===== src/rtl/rgbw_pkg.sv =====
// Shared definitions for the RGBW SPI frame transmitter.
// Optional build macro RGBW_TX_CHECKSUM_EN appends an XOR checksum byte to each frame.
package rgbw_pkg;

  // Number of payload bytes latched from the inputs
  localparam int PAYLOAD_LEN = 7;

`ifdef RGBW_TX_CHECKSUM_EN
  localparam int FRAME_LEN = 8;
`else
  localparam int FRAME_LEN = 7;
`endif

  // Position of each byte within the transmitted frame
  localparam logic [2:0] BYTE_MODE  = 3'd0;
  localparam logic [2:0] BYTE_LINT  = 3'd1;
  localparam logic [2:0] BYTE_COLOR = 3'd2;
  localparam logic [2:0] BYTE_RED   = 3'd3;
  localparam logic [2:0] BYTE_GREEN = 3'd4;
  localparam logic [2:0] BYTE_BLUE  = 3'd5;
  localparam logic [2:0] BYTE_WHITE = 3'd6;
  localparam logic [2:0] BYTE_CSUM  = 3'd7;

  typedef enum logic [2:0] {
    IDLE,
    SETUP,
    SHIFT,
    GAP,
    FINISH
  } state_t;

endpackage


===== src/rtl/spi_byte_tx.sv =====
// SPI mode-0 byte shifter: sck half-period divider plus 8-bit MSB-first shift register.
// load presets the byte and drives its MSB; en runs the clock; byte_done flags the
// edge carrying the 16th (final, falling) sck transition.
module spi_byte_tx #(
  parameter int SCK_HALF = 4
) (
  input  logic       clk,
  input  logic       reset,
  input  logic       load,
  input  logic       clear,
  input  logic       en,
  input  logic [7:0] data,
  output logic       byte_done,
  output logic       sck,
  output logic       mosi
);

  logic [7:0] phase;
  logic [3:0] half_cnt;
  logic [7:0] shreg;
  logic       half_tick;

  assign half_tick = en && (phase == 8'(SCK_HALF - 1));
  assign byte_done = half_tick && (half_cnt == 4'd15);

  // Divider, sck toggling and shift register; mosi moves only on falling sck or load
  // NOTE: sequential state uses <= so every register samples pre-edge values.
  always_ff @(posedge clk or posedge reset) begin
    if (reset) begin
      phase    <= '0;
      half_cnt <= '0;
      shreg    <= '0;
      sck      <= 1'b0;
      mosi     <= 1'b0;
    end else if (load) begin
      phase    <= '0;
      half_cnt <= '0;
      shreg    <= data;
      sck      <= 1'b0;
      mosi     <= data[7];
    end else if (clear) begin
      phase    <= '0;
      half_cnt <= '0;
      shreg    <= '0;
      sck      <= 1'b0;
      mosi     <= 1'b0;
    end else if (en) begin
      if (half_tick) begin
        phase    <= '0;
        half_cnt <= byte_done ? 4'd0 : half_cnt + 4'd1;
        sck      <= ~sck;
        // Falling edge (sck currently high) presents the next bit, except after bit 0
        if (sck && !byte_done) begin
          shreg <= {shreg[6:0], 1'b0};
          mosi  <= shreg[6];
        end
      end else begin
        phase <= phase + 8'd1;
      end
    end
  end

endmodule


===== src/rtl/rgbw_spi_master.sv =====
// RGBW frame transmitter: latches a 7-byte payload on start and sends it over SPI mode 0
// with cs framing, inter-byte gaps and a done pulse.
// Optional build macro RGBW_TX_CHECKSUM_EN adds an 8th byte = XOR of the payload bytes.
module rgbw_spi_master
  import rgbw_pkg::*;
#(
  parameter int SCK_HALF = 4,
  parameter int BYTE_GAP = 8
) (
  input  logic       clk,
  input  logic       reset,
  input  logic       start,
  input  logic [7:0] mode,
  input  logic [7:0] lint,
  input  logic [7:0] color_idx,
  input  logic [7:0] red,
  input  logic [7:0] green,
  input  logic [7:0] blue,
  input  logic [7:0] white,
  output logic       ready,
  output logic       done,
  output logic       sck,
  output logic       mosi,
  output logic       cs
);

  state_t      state;
  logic [15:0] tmr;
  logic [2:0]  byte_idx;
  logic [2:0]  next_idx;
  logic [7:0]  shadow [PAYLOAD_LEN];
  logic [7:0]  tx_data;
  logic        setup_end, gap_end, fin_end;
  logic        tx_load, tx_done;

  assign setup_end = (state == SETUP)  && (tmr == 16'(SCK_HALF - 1));
  assign gap_end   = (state == GAP)    && (tmr == 16'(BYTE_GAP - 1));
  assign fin_end   = (state == FINISH) && (tmr == 16'(SCK_HALF - 1));
  assign tx_load   = ((state == IDLE) && start) || gap_end;
  assign next_idx  = byte_idx + 3'd1;

`ifdef RGBW_TX_CHECKSUM_EN
  logic [7:0] csum;

  // XOR of the latched payload bytes, sent as the final frame byte
  always_comb begin
    csum = '0;
    for (int i = 0; i < PAYLOAD_LEN; i++) csum = csum ^ shadow[i];
  end
`endif

  // Byte handed to the shifter: live byte 0 on accept, otherwise the next shadow byte
  // NOTE: every always_comb output gets a default first so no latch is inferred.
  always_comb begin
    tx_data = mode;
    if (state != IDLE) begin
      tx_data = shadow[next_idx];
`ifdef RGBW_TX_CHECKSUM_EN
      if (next_idx == BYTE_CSUM) tx_data = csum;
`endif
    end
  end

  spi_byte_tx #(
    .SCK_HALF(SCK_HALF)
  ) u_byte_tx (
    .clk      (clk),
    .reset    (reset),
    .load     (tx_load),
    .clear    (fin_end),
    .en       (state == SHIFT),
    .data     (tx_data),
    .byte_done(tx_done),
    .sck      (sck),
    .mosi     (mosi)
  );

  // Frame FSM with registered cs / ready / done
  always_ff @(posedge clk or posedge reset) begin
    if (reset) begin
      state    <= IDLE;
      tmr      <= '0;
      byte_idx <= '0;
      cs       <= 1'b1;
      ready    <= 1'b1;
      done     <= 1'b0;
      // NOTE: the shadow frame is a small register file, so it is cleared on reset.
      for (int i = 0; i < PAYLOAD_LEN; i++) shadow[i] <= '0;
    end else begin
      done <= 1'b0;
      case (state)
        IDLE: begin
          if (start) begin
            shadow[BYTE_MODE]  <= mode;
            shadow[BYTE_LINT]  <= lint;
            shadow[BYTE_COLOR] <= color_idx;
            shadow[BYTE_RED]   <= red;
            shadow[BYTE_GREEN] <= green;
            shadow[BYTE_BLUE]  <= blue;
            shadow[BYTE_WHITE] <= white;
            state    <= SETUP;
            tmr      <= '0;
            byte_idx <= '0;
            cs       <= 1'b0;
            ready    <= 1'b0;
          end
        end
        SETUP: begin
          if (setup_end) begin
            state <= SHIFT;
            tmr   <= '0;
          end else begin
            tmr <= tmr + 16'd1;
          end
        end
        SHIFT: begin
          if (tx_done) begin
            tmr   <= '0;
            state <= (byte_idx == 3'(FRAME_LEN - 1)) ? FINISH : GAP;
          end
        end
        GAP: begin
          if (gap_end) begin
            state    <= SHIFT;
            tmr      <= '0;
            byte_idx <= next_idx;
          end else begin
            tmr <= tmr + 16'd1;
          end
        end
        FINISH: begin
          if (fin_end) begin
            state    <= IDLE;
            tmr      <= '0;
            byte_idx <= '0;
            cs       <= 1'b1;
            ready    <= 1'b1;
            done     <= 1'b1;
          end else begin
            tmr <= tmr + 16'd1;
          end
        end
        default: state <= IDLE;
      endcase
    end
  end

endmodule

===== config.mk =====
export PLATFORM = sky130hd
export DESIGN_NAME = rgbw_spi_master
export DESIGN_NICKNAME = d
export VERILOG_FILES = /design/src/rtl/rgbw_pkg.sv /design/src/rtl/spi_byte_tx.sv /design/src/rtl/rgbw_spi_master.sv
export SDC_FILE = /design/constraint.sdc
export NUM_CORES = 1
export LEC_CHECK = 0
export BUFFER_PORTS_ARGS = -buffer_cell sky130_fd_sc_hd__buf_4
export CORE_MARGIN = 1
export CORE_UTILIZATION = 62
export DETAILED_ROUTE_END_ITERATION = 10
export PLACE_DENSITY_LB_ADDON = 0.08
export RECOVER_POWER = 100
export REMOVE_ABC_BUFFERS = 1
export SYNTH_ARGS = -nofsm -noshare
export SYNTH_HDL_FRONTEND = slang
export SYNTH_SLANG_ARGS = --single-unit

===== constraint.sdc =====
create_clock -name clk -period 6.95 [get_ports clk]
set_input_delay 0.695 -clock clk [delete_from_list [all_inputs] [get_ports clk]]
set_output_delay 0.695 -clock clk [all_outputs]
set_load 0.05 [all_outputs]

==> impl_metrics.py <==
metrics = {
    "run_status": {
        "status": "finished with violations",
        "violations": "capacitance limit, slew limit",
    },
    "cells_and_area": {
        "final_area_um2": 5700,
        "register_area_um2": 2530,
        "multiInputGateArea_um2": 2350,
        "nFillCells": 589,
        "diodes": 0,
        "final_cells": 695,
        "drive_gt1_frac": 0.175,
        "nets": 653,
        "syn2layout_area_growth_pct": 12.7,
        "final_util": 0.730,
    },
    "logic_synthesis": {
        "synth-simple-area-share": 0.243,
        "avgSynthCellArea_um2": 9.27,
        "synth_fa_ha_area_frac": 0.0124,
        "ys_types": 53,
        "muxShareOfSynthArea": 0.0822,
        "yosysTopAreaCell": "dfrtp_1",
        "synth_compound_area_frac": 0.0943,
        "ys_seq_area_frac": 0.500,
        "yosys.area.top_type_share": 0.495,
        "synth_cells": 545,
        "ys_async_sr_fraction": 1.00,
        "ys.flop_type": "dfrtp_1",
        "synth_common_cells": "nand2_1 (186), dfrtp_1 (100), nor2_1 (39), clkbuf_1 (26), o21ai_0 (20)",
        "synth-edff-count": 0,
        "yosysMostFrequentCell": "nand2_1",
        "yosys_register_bits": 101,
        "ys_warn_count": 0,
        "syn_area_um2": 5050,
        "synth_top_family_by_area": "simple AND/OR/NAND/NOR gates",
        "ys_top_cells_by_area": "dfrtp_1 (50%), nand2_1 (14%), mux4_2 (3.6%)",
        "yosys.area_share.xor_xnor": 0.0364,
    },
    "sta": {
        "grt_setup_unrepaired": "no",
        "worstMarginPinSlew_ns": 2.79,
        "post-route-period-util": 0.639,
        "timing.fmax_mhz": 225,
        "setup_violations": 0,
        "slew_viol_final": 164,
        "maxSlewHeadroom": -0.861,
        "finalHoldViolCount": 0,
        "setup_tns_ns": 0,
        "min_period_ns": 4.44,
        "skew_ns": 0.0113,
    },
    "global_routing": {
        "grt_use_met1": 0.353,
        "grt_pass1_wl_mm": 17.9,
        "grt_pass1_vias": 3880,
        "grt_util_met2": 0.458,
        "grt.overflow.total": 0,
        "grt_util_met3": 0.0567,
        "grt_antenna_before_repair": 0,
        "top_usage_layer": "met2",
        "grt_max_degree": 60,
        "grtUsageTotal": 0.267,
    },
    "setup_path": {
        "critPathKind": "reg -> reg",
        "arrival_ns": 4.68,
        "critPathMaxFanout": 59,
        "startpoint_type": "flip-flop",
        "critPathCaptureType": "flip-flop",
        "crit_required_ns": 7.20,
    },
    "placement": {
        "dp_cells": 680,
        "post-dp-hpwl_mm": 7.04,
        "port_buffers": 63,
        "place.gp.congestion": 0.794,
        "dpl_cell_area_um2": 5550,
    },
    "die": {
        "start_util": 0.647,
        "dieWidth_um": 92.3,
        "fp-row-count": 32,
        "die_h_um": 92.3,
        "die_area_um2": 8520,
        "coreArea_um2": 7810,
        "ios": 64,
    },
    "drt": {
        "drcViolationCount": 0,
        "drt_wl_total_mm": 10.4,
        "first_iter_violations": 249,
        "final_antenna_net_count": 0,
        "wl_per_cell_um": 15.0,
        "vias_per_cell": 5.69,
        "vias": 3953,
        "dr.pass1.iters": 4,
    },
    "run": {
        "maxCapViolCount": 3,
    },
    "power_and_ir_drop": {
        "vdd_drop_max_v": 0.000238,
        "power_density_nw_per_um2": 378,
        "total_leakage_power_uw": 0.00286,
    },
    "cts": {
        "clkTransAtPathRegs_ns": 0.10,
        "hold_buffers": 0,
        "cts_root_buffer": "clkbuf_8",
        "post_cts_resized": 0,
        "cts_setup_buffers": 0,
        "cts_buffers": 9,
        "cts_tree": "done",
        "cts_sinks": 101,
        "htreeDepth": 3,
        "cts_max_path_buffers": 2,
        "worst_skew_pair.late_latency_ns": 0.36,
    },
    "min_path": {
        "hp-class": "reg -> reg",
    },
}
## registers in the layout, indices dropped and copies added, names as in the netlist
signal              count
tmr                    16
u_byte_tx.mosi          1
u_byte_tx.phase         8
u_byte_tx.shreg         7
byte_idx                3
u_byte_tx.sck           1
state                   3
done                    1
shadow                 56
cs                      1
u_byte_tx.half_cnt      4
## metrics by stage
stage	setup WS [ns]	power [µW]	hold slack, ns
2_1_floorplan	3.61	1570	0.440
3_3_place_gp	3.79	1770	0.452
3_5_place_dp	3.72	1800	0.457
4_1_cts	3.71	2180	0.408
5_1_grt	1.82	2320	0.483
6_report	2.51	2150	0.478
## worst max-delay path: stages (launching register included)
cell and delay (ns):
dfrtp_1 0.55, nor3_1 0.39, and2_0 2.05, or3_1 0.87, mux2_2 0.42
## report_power, final
part / internal [µW] / total, µW / switching [µW] / leakage (µW)
clock: 169 / 378 / 208 / 0.000101
sequential: 800 / 969 / 169 / 0.00129
combinational: 369 / 807 / 439 / 0.00147
## metal layers
metal,part of all wire,up-vias
met5,0,-
met2,0.52,79
met4,0.0051,0
met1,0.44,1929
li1,-,1940
met3,0.033,5
## path summary, 6_finish.rpt
check                                             from                              to  slack [ns]  cells past startpoint
worst max-delay path              state[0]$_DFFE_PP0P_         byte_idx[1]$_DFFE_PP0P_        2.51                      4
worst min-delay path            shadow[49]$_DFFE_PP0P_          shadow[49]$_DFFE_PP0P_        0.48                      2
worst max register to register    state[0]$_DFFE_PP0P_         byte_idx[1]$_DFFE_PP0P_        2.51                      4
worst min register to register  shadow[49]$_DFFE_PP0P_          shadow[49]$_DFFE_PP0P_        0.48                      2
max in group asynchronous                        reset          shadow[33]$_DFFE_PP0P_        2.74                      3
min in group asynchronous                        reset  u_byte_tx.phase[3]$_DFFE_PP0P_        0.88                      2
## final cells by class
class                      instances  share of cell area
sequential                       101               0.444
tap                              102              0.0224
clock inverter                     6              0.0123
inverter                           6             0.00417
timing repair buffer              66              0.0830
multi-input combinational        405               0.413
clock buffer                       9              0.0217
## cells by family (layout without fill, tap and decap cells)
family,count (synthesis),in the layout
simple gates,280,280
buf+inv,39,87
compound gates,69,69
flops,101,101
xor+xnor,21,21
mux,30,30
fa+ha+maj,5,5
## cells in the final DEF, fill, tap and decap left out, types with 9 or more instances in the layout
cell type | netlist | routed
nor2_1 | 39 | 39
o21ai_0 | 20 | 20
mux2i_1 | 13 | 13
buf_4 | 2 | 59
nand2_1 | 186 | 185
clkbuf_8 | 0 | 9
o22ai_1 | 10 | 10
xor2_1 | 18 | 18
dfrtp_1 | 100 | 100
Power figures use the tool's default switching activity.
